===== src/rtl/bcd_disp_mux.sv =====
// Time-multiplexed 3-digit BCD driver for a 4-digit common-anode 7-segment display.
// Optional leading-zero blanking is enabled with `define BCD_DISP_LZB_EN.
module bcd_disp_mux #(
  parameter int REFRESH_DIV  = 50000,
  parameter int BLANK_CYCLES = 500
) (
  input  logic       clk,
  input  logic       ar,
  input  logic       en,
  input  logic [3:0] dig1,
  input  logic [3:0] dig2,
  input  logic [3:0] dig3,
  output logic [6:0] seg,
  output logic [3:0] an,
  output logic       frame_tick
);

  localparam int DIV_W = (REFRESH_DIV > 2) ? $clog2(REFRESH_DIV) : 1;
  localparam logic [DIV_W-1:0] DIV_LAST = DIV_W'(REFRESH_DIV - 1);
  localparam logic [DIV_W-1:0] BLANK_V  = DIV_W'(BLANK_CYCLES);
  localparam logic [DIV_W-1:0] DIV_ZERO = {DIV_W{1'b0}};

  typedef enum logic [1:0] {
    S1 = 2'd0,
    S2 = 2'd1,
    S3 = 2'd2
  } slot_t;

  slot_t            slot_r;
  slot_t            slot_nxt_s;
  logic [DIV_W-1:0] div_r;
  logic [3:0]       sh1_r;
  logic [3:0]       sh2_r;
  logic [3:0]       sh3_r;
  logic [6:0]       seg_r;
  logic [3:0]       an_r;
  logic             frame_tick_r;

  logic             snap_s;
  logic             show_s;
  logic             lit_s;
  logic [3:0]       digit_s;
  logic [3:0]       an_sel_s;
  logic [6:0]       seg_nxt_s;
  logic [3:0]       an_nxt_s;

  // Active-low segment pattern {g,f,e,d,c,b,a}; non-BCD values render as a dash
  function automatic logic [6:0] bcd_to_seg(input logic [3:0] d);
    logic [6:0] s;
    case (d)
      4'd0:    s = 7'b1000000;
      4'd1:    s = 7'b1111001;
      4'd2:    s = 7'b0100100;
      4'd3:    s = 7'b0110000;
      4'd4:    s = 7'b0011001;
      4'd5:    s = 7'b0010010;
      4'd6:    s = 7'b0000010;
      4'd7:    s = 7'b1111000;
      4'd8:    s = 7'b0000000;
      4'd9:    s = 7'b0010000;
      default: s = 7'b0111111;
    endcase
    return s;
  endfunction

  // Slot sequencing: S1 -> S2 -> S3 -> S1
  always_comb begin
    slot_nxt_s = S1;
    case (slot_r)
      S1:      slot_nxt_s = S2;
      S2:      slot_nxt_s = S3;
      S3:      slot_nxt_s = S1;
      default: slot_nxt_s = S1;
    endcase
  end

  // Next anode/segment value from the pre-edge slot, divider and shadow digits
  always_comb begin
    digit_s  = 4'd0;
    an_sel_s = 4'b1111;
    show_s   = 1'b0;
    case (slot_r)
      S1: begin
        digit_s  = sh1_r;
        an_sel_s = 4'b1110;
        show_s   = 1'b1;
      end
      S2: begin
        digit_s  = sh2_r;
        an_sel_s = 4'b1101;
`ifdef BCD_DISP_LZB_EN
        show_s   = (sh3_r != 4'd0) || (sh2_r != 4'd0);
`else
        show_s   = 1'b1;
`endif
      end
      S3: begin
        digit_s  = sh3_r;
        an_sel_s = 4'b1011;
`ifdef BCD_DISP_LZB_EN
        show_s   = (sh3_r != 4'd0);
`else
        show_s   = 1'b1;
`endif
      end
      default: begin
        digit_s  = 4'd0;
        an_sel_s = 4'b1111;
        show_s   = 1'b0;
      end
    endcase

    // The blanking window at slot start also hides the stale shadow at the snapshot edge
    lit_s  = show_s && (div_r >= BLANK_V);
    snap_s = (slot_r == S1) && (div_r == DIV_ZERO);

    if (lit_s) begin
      an_nxt_s  = an_sel_s;
      seg_nxt_s = bcd_to_seg(digit_s);
    end else begin
      an_nxt_s  = 4'b1111;
      seg_nxt_s = 7'b1111111;
    end
  end

  // Scanner state, frame snapshot and registered display outputs
  always_ff @(posedge clk or negedge ar) begin
    if (!ar) begin
      slot_r       <= S1;
      div_r        <= DIV_ZERO;
      sh1_r        <= 4'd0;
      sh2_r        <= 4'd0;
      sh3_r        <= 4'd0;
      an_r         <= 4'b1111;
      seg_r        <= 7'b1111111;
      frame_tick_r <= 1'b0;
    end else if (!en) begin
      slot_r       <= S1;
      div_r        <= DIV_ZERO;
      an_r         <= 4'b1111;
      seg_r        <= 7'b1111111;
      frame_tick_r <= 1'b0;
    end else begin
      frame_tick_r <= snap_s;
      if (snap_s) begin
        sh1_r <= dig1;
        sh2_r <= dig2;
        sh3_r <= dig3;
      end else begin
        sh1_r <= sh1_r;
        sh2_r <= sh2_r;
        sh3_r <= sh3_r;
      end
      if (div_r == DIV_LAST) begin
        div_r  <= DIV_ZERO;
        slot_r <= slot_nxt_s;
      end else begin
        div_r  <= div_r + {{(DIV_W-1){1'b0}}, 1'b1};
        slot_r <= slot_r;
      end
      an_r  <= an_nxt_s;
      seg_r <= seg_nxt_s;
    end
  end

  assign seg        = seg_r;
  assign an         = an_r;
  assign frame_tick = frame_tick_r;

endmodule


===== config.mk =====
export PLATFORM = sky130hd
export DESIGN_NAME = bcd_disp_mux
export DESIGN_NICKNAME = d
export VERILOG_FILES = /design/src/rtl/bcd_disp_mux.sv
export SDC_FILE = /design/constraint.sdc
export NUM_CORES = 1
export LEC_CHECK = 0
export ABC_AREA = 1
export CORE_UTILIZATION = 43
export DETAILED_ROUTE_END_ITERATION = 10
export DONT_BUFFER_PORTS = 1
export PLACE_DENSITY = 0.66
export SLEW_MARGIN = 20
export SYNTH_ARGS = -nofsm -noshare
export SYNTH_HDL_FRONTEND = slang
export SYNTH_SLANG_ARGS = --single-unit

===== constraint.sdc =====
create_clock -name clk -period 1.8 [get_ports clk]
set_clock_uncertainty 0.1 [all_clocks]
set_input_delay 0.09 -clock clk [delete_from_list [all_inputs] [get_ports clk]]
set_output_delay 0.09 -clock clk [all_outputs]
set_load 0.02 [all_outputs]

[After elaboration in Yosys (flattened, before gate mapping)]
Memory sizes are Yosys's and may differ from the RTL's.
Cells that the tools add are included.
Operators by class
  add/sub/neg operators: 1
  order comparisons: 1
  equality and inequality tests: 4
  mux-type cells: 13
  reductions and logical operators: 6
Operators by type and width (number)
  $mux W16: 2
  $add A16 B1 Y16 const B: 1
  $eq A16 B16 Y1 const B: 1
  $ge A16 B9 Y1 const B: 1
  $logic_not A16 Y1: 1
  $mux W7: 2
  $pmux W4 S3: 1
  $pmux W3 S3: 1
  $mux W4: 2
  $mux W2: 2
  $pmux W2 S2: 1
  $reduce_or A3 Y1: 1
  $eq A2 B1 Y1 const B: 1
  $eq A2 B2 Y1 const B: 1
  $logic_and A1 B1 Y1: 2
  $logic_not A2 Y1: 1
  $mux W1: 2
  $ne A2 B1 Y1 const B: 1
  $reduce_and A2 Y1: 1
Storage, ports and cells
  flip-flop bits (word level): 42
  bits in read-only memories: 112
  input bits: 15
  memories: 1
Memories
  (name not given): words 16, bits a word 7, read ports 1, clocked after Yosys merged registers in 0, write ports 0, line 50  | case (d)

[Longest topological paths before layout]
  word-level depth: 6
  mapped depth: 11

[Worst setup path before layout]
OpenSTA, ideal clock, no wires.
  path type: reg2reg
  start point: register slot_r[1]
  end point: register seg_r[3], in the netlist seg[3]
  arrival: 1.404 ns
  path slack: 0.212 ns
  stages on the path, launching flop included: 11
  cells stage by stage: dfrtp_1 > inv_2 > nor2_2 > nand2_1 > nand3_1 > inv_1 > ha_1 > inv_1 > nand2_1 > nand3_1 > nand3_1
On the way
  word-level cells in the longest chain between the ends: 6
  elaborated cells between the ends (all ways): 10
  those cells by class: 2 x eq/ne; 4 x mux; 3 x reduce/logical; 1 x memory
RTL lines
  start, declared: line 29  | slot_t slot_r;
  start signal, assigned: line 156  | slot_r <= slot_nxt_s;
  start signal, assigned: line 159  | slot_r <= slot_r;
  branches (longest 4 deep; another with $mem_v2 Z16 W7)
  $mux W7 *: line 117  | if (lit_s) begin
  $mux W7 *: line 137  | end else if (!en) begin
  end signal, assigned: line 162  | seg_r <= seg_nxt_s;
  end, declared: line 35  | logic [6:0] seg_r;
Every way passes the cells marked *.
A chain may end at the register's enable or synchronous reset.

[Final worst setup path]
Same ends and word-level chain as after synthesis.

==> summary.txt <==
status - complete, no violations
Rows - 25
Via Count - 1764
Int Power - 0.00161 W
Min-Delay Path Class - input port to asynchronous set/reset pin
DP Cell Count - 347
ys async rst share - 100%
Critical Path End Type - register
violation count after the first detailed-routing iteration - 91
Post-Route WL - 4390 um
DR top layer - met4
antenna cells - 0
CTS buffer count - 5
Die Span Y - 73.6 um
Post-synth EDFFs - 0
synth-to-layout area growth - 15.8%
first-pass GRT wire length - 7440 um
synth unique cells - 27
grt ovf - 0
fin crit period - 1690 ps
I/O pins - 27
Setup-failing EPs final - 0
count leader, synth - nand2_1
logic gate share of total power - 25.5%
CTS tree - yes
# Max-Cap Violations - 0
Post-DP HPWL - 3060 um
crit path launch type - register
Synth Register Bits - 41
Seq pwr share - 46.6%
clk_lat worst skew - 290 ps
wire length on met3 - 174 um
Core ar. - 0.00482 mm2
clock-pin slew on the worst setup and hold paths - 80 ps
layout cells sized above 1 - 14.8%
syn_nets - 305
Syn Area/Cell - 7.79 um2
fin area - 0.00255 mm2
nets@finish - 325
Post-Syn Area - 0.00220 mm2
largest net degree at the start of global routing - 42
vias per inst - 4.75
M1 WL - 2250 um
Final WS setup - 108 ps
maximum level of the CTS H-tree - 2
Final Hold Fails - 0
Place WS - 42.6 ps
Placer Congestion - 0.854
Area contributors post-synth - dfrtp_1 35%, nand2_1 15%, dfstp_2 12%, nor2_1 7.8%, nand3_1 5.7%
placed cell area - 0.00227 mm2
final core utilization - 53.0%
Worst EP required - 1910 ps
Synth top area share - 35.2%
post-synthesis sequential area ratio - 47.1%
Tot Pwr - 0.00238 W
vias in the first global route - 1611
Leakage - 1.18 nW
Synth Warn # - 0
WS Path Type - register to register
Final ANT Viol Nets - 0
post-synth top area cell - dfrtp_1
PwrDens - 933 mW/mm2
CTS Root Cell - clkbuf_8
die area - 0.00542 mm2
Post-Synthesis Cells - 283
pins over their slew limit - 0
WP data arrival - 1810 ps
metal2 WL - 1950 um
switching power - 0.000775 W
Clock Tree Buf Depth - 2
Max VDD drop - 0.664 mV
Max Fclk - 591 MHz
Die Width - 73.6 um
period utilization - 94.0%
Initial Util - 45.8%
Worst Path Max Fanout - 6
Synth top cells by count - 91 x nand2_1, 46 x nor2_1, 31 x dfrtp_1, 25 x nand3_1, 23 x inv_1
Clock Power Share - 27.9%
initial antenna violation count - 0
Clock Sinks - 41
switching share of total power - 32.5%
Port Buffers - 0
DRC violations left - 0
DR pass1 iterations - 4
routed wire length per instance - 11.8 um
RSZ-0062 raised after global routing - true
Synth Flop Type - dfrtp_1
non-filler cells, final - 371
Tot GR Track Use - 18.3%
## kinds of logic after synthesis
group	share of synthesized area [%]
other	0.170
DFF	47.1
adders and majority gates	3.97
and+or+nand+nor	37.9
buffers and inverters	6.75
AOI/OAI and AO/OA	1.70
xor gates and xnor gates	2.38
## critical path: stages, from the launching register on
cell and delay, ps:
dfrtp_2 460, inv_2 150, nand3_1 90, nand3_1 160, inv_1 100, ha_1 270, inv_1 60, nand2_1 70
nand3_1 90, nand3_1 70
## layout make-up
| cell class | count | area (um2) |
|---|---|---|
| clock buffer | 7 | 97.6 |
| clock inverter | 1 | 5.00 |
| fill | 477 | 2260 |
| inverter | 30 | 114 |
| multi-input combinational | 207 | 1030 |
| sequential | 41 | 1040 |
| tap | 67 | 83.8 |
| timing repair buffer | 18 | 183 |
## layout by cell type (no fill, tap or decap), drive strengths merged
| cell | synthesis | final |
|---|---|---|
| a21oi | 2 | 2 |
| buf | 4 | 4 |
| clkbuf | 1 | 7 |
| clkinv | 1 | 2 |
| conb | 1 | 1 |
| dfrtp | 31 | 31 |
| dfstp | 10 | 10 |
| dlygate4sd3 | 0 | 14 |
| ha | 7 | 7 |
| inv | 29 | 29 |
| nand2 | 94 | 94 |
| nand3 | 31 | 31 |
| nand4 | 5 | 5 |
| nor2 | 51 | 51 |
| nor3 | 2 | 2 |
| nor3b | 3 | 3 |
| o21ai | 4 | 4 |
| o21bai | 1 | 1 |
| xor2 | 6 | 6 |
## power groups by stage
stage / clock (W) / combinational, W / sequential, W
3_3_place_gp: 0 / 0.000535 / 0.00113
4_1_cts: 0.000682 / 0.000591 / 0.00111
6_report: 0.000664 / 0.000607 / 0.00111
3_5_place_dp: 0 / 0.000540 / 0.00113
5_1_grt: 0.000725 / 0.000696 / 0.00112
2_1_floorplan: 0 / 0.000471 / 0.00110
## per-stage QoR
stage | hold slack [ps] | TNS (ps)
2_1_floorplan | -306 | 0
3_3_place_gp | -303 | 0
3_5_place_dp | -304 | 0
4_1_cts | 161 | 0
5_1_grt | 170 | -6.84
6_report | 155 | 0
## what timing repair did
item | 4_1_cts | 5_1_grt
hold buffers | 15 | 0
resized for setup | 0 | 5
setup buffers | 0 | 1
endpoints found under the hold margin | 70 | 0
setup endpoints to repair | 0 | 12
## flip-flops by register name, summed over array words and instances (netlist names)
signal / count
slot_r: 2
sh2_r: 4
frame_tick: 1
sh3_r: 4
div_r: 16
sh1_r: 4
seg: 7
an: 3
## layer usage
layer / global-route usage (%) / up-vias
met2: 26.3 / 33
met5: 0 / -
met4: 3.85 / 0
met1: 27.0 / 811
met3: 5.49 / 2
li1: - / 918
## worst paths after layout
kind / from / endpoint / slack (ps) / cells after the start
setup / recovery: slot_r[1] / seg[3] / 110 / 9
hold / removal: ar / sh3_r[2] / 160 / 2
setup reg to reg: slot_r[1] / seg[3] / 110 / 9
hold reg to reg: div_r[0] / div_r[0] / 380 / 1
max in group asynchronous: ar / seg[4] / 1180 / 2
min in group clk: dig1[0] / sh1_r[0] / 330 / 3
No activity file was read; power rests on OpenSTA's default activity.
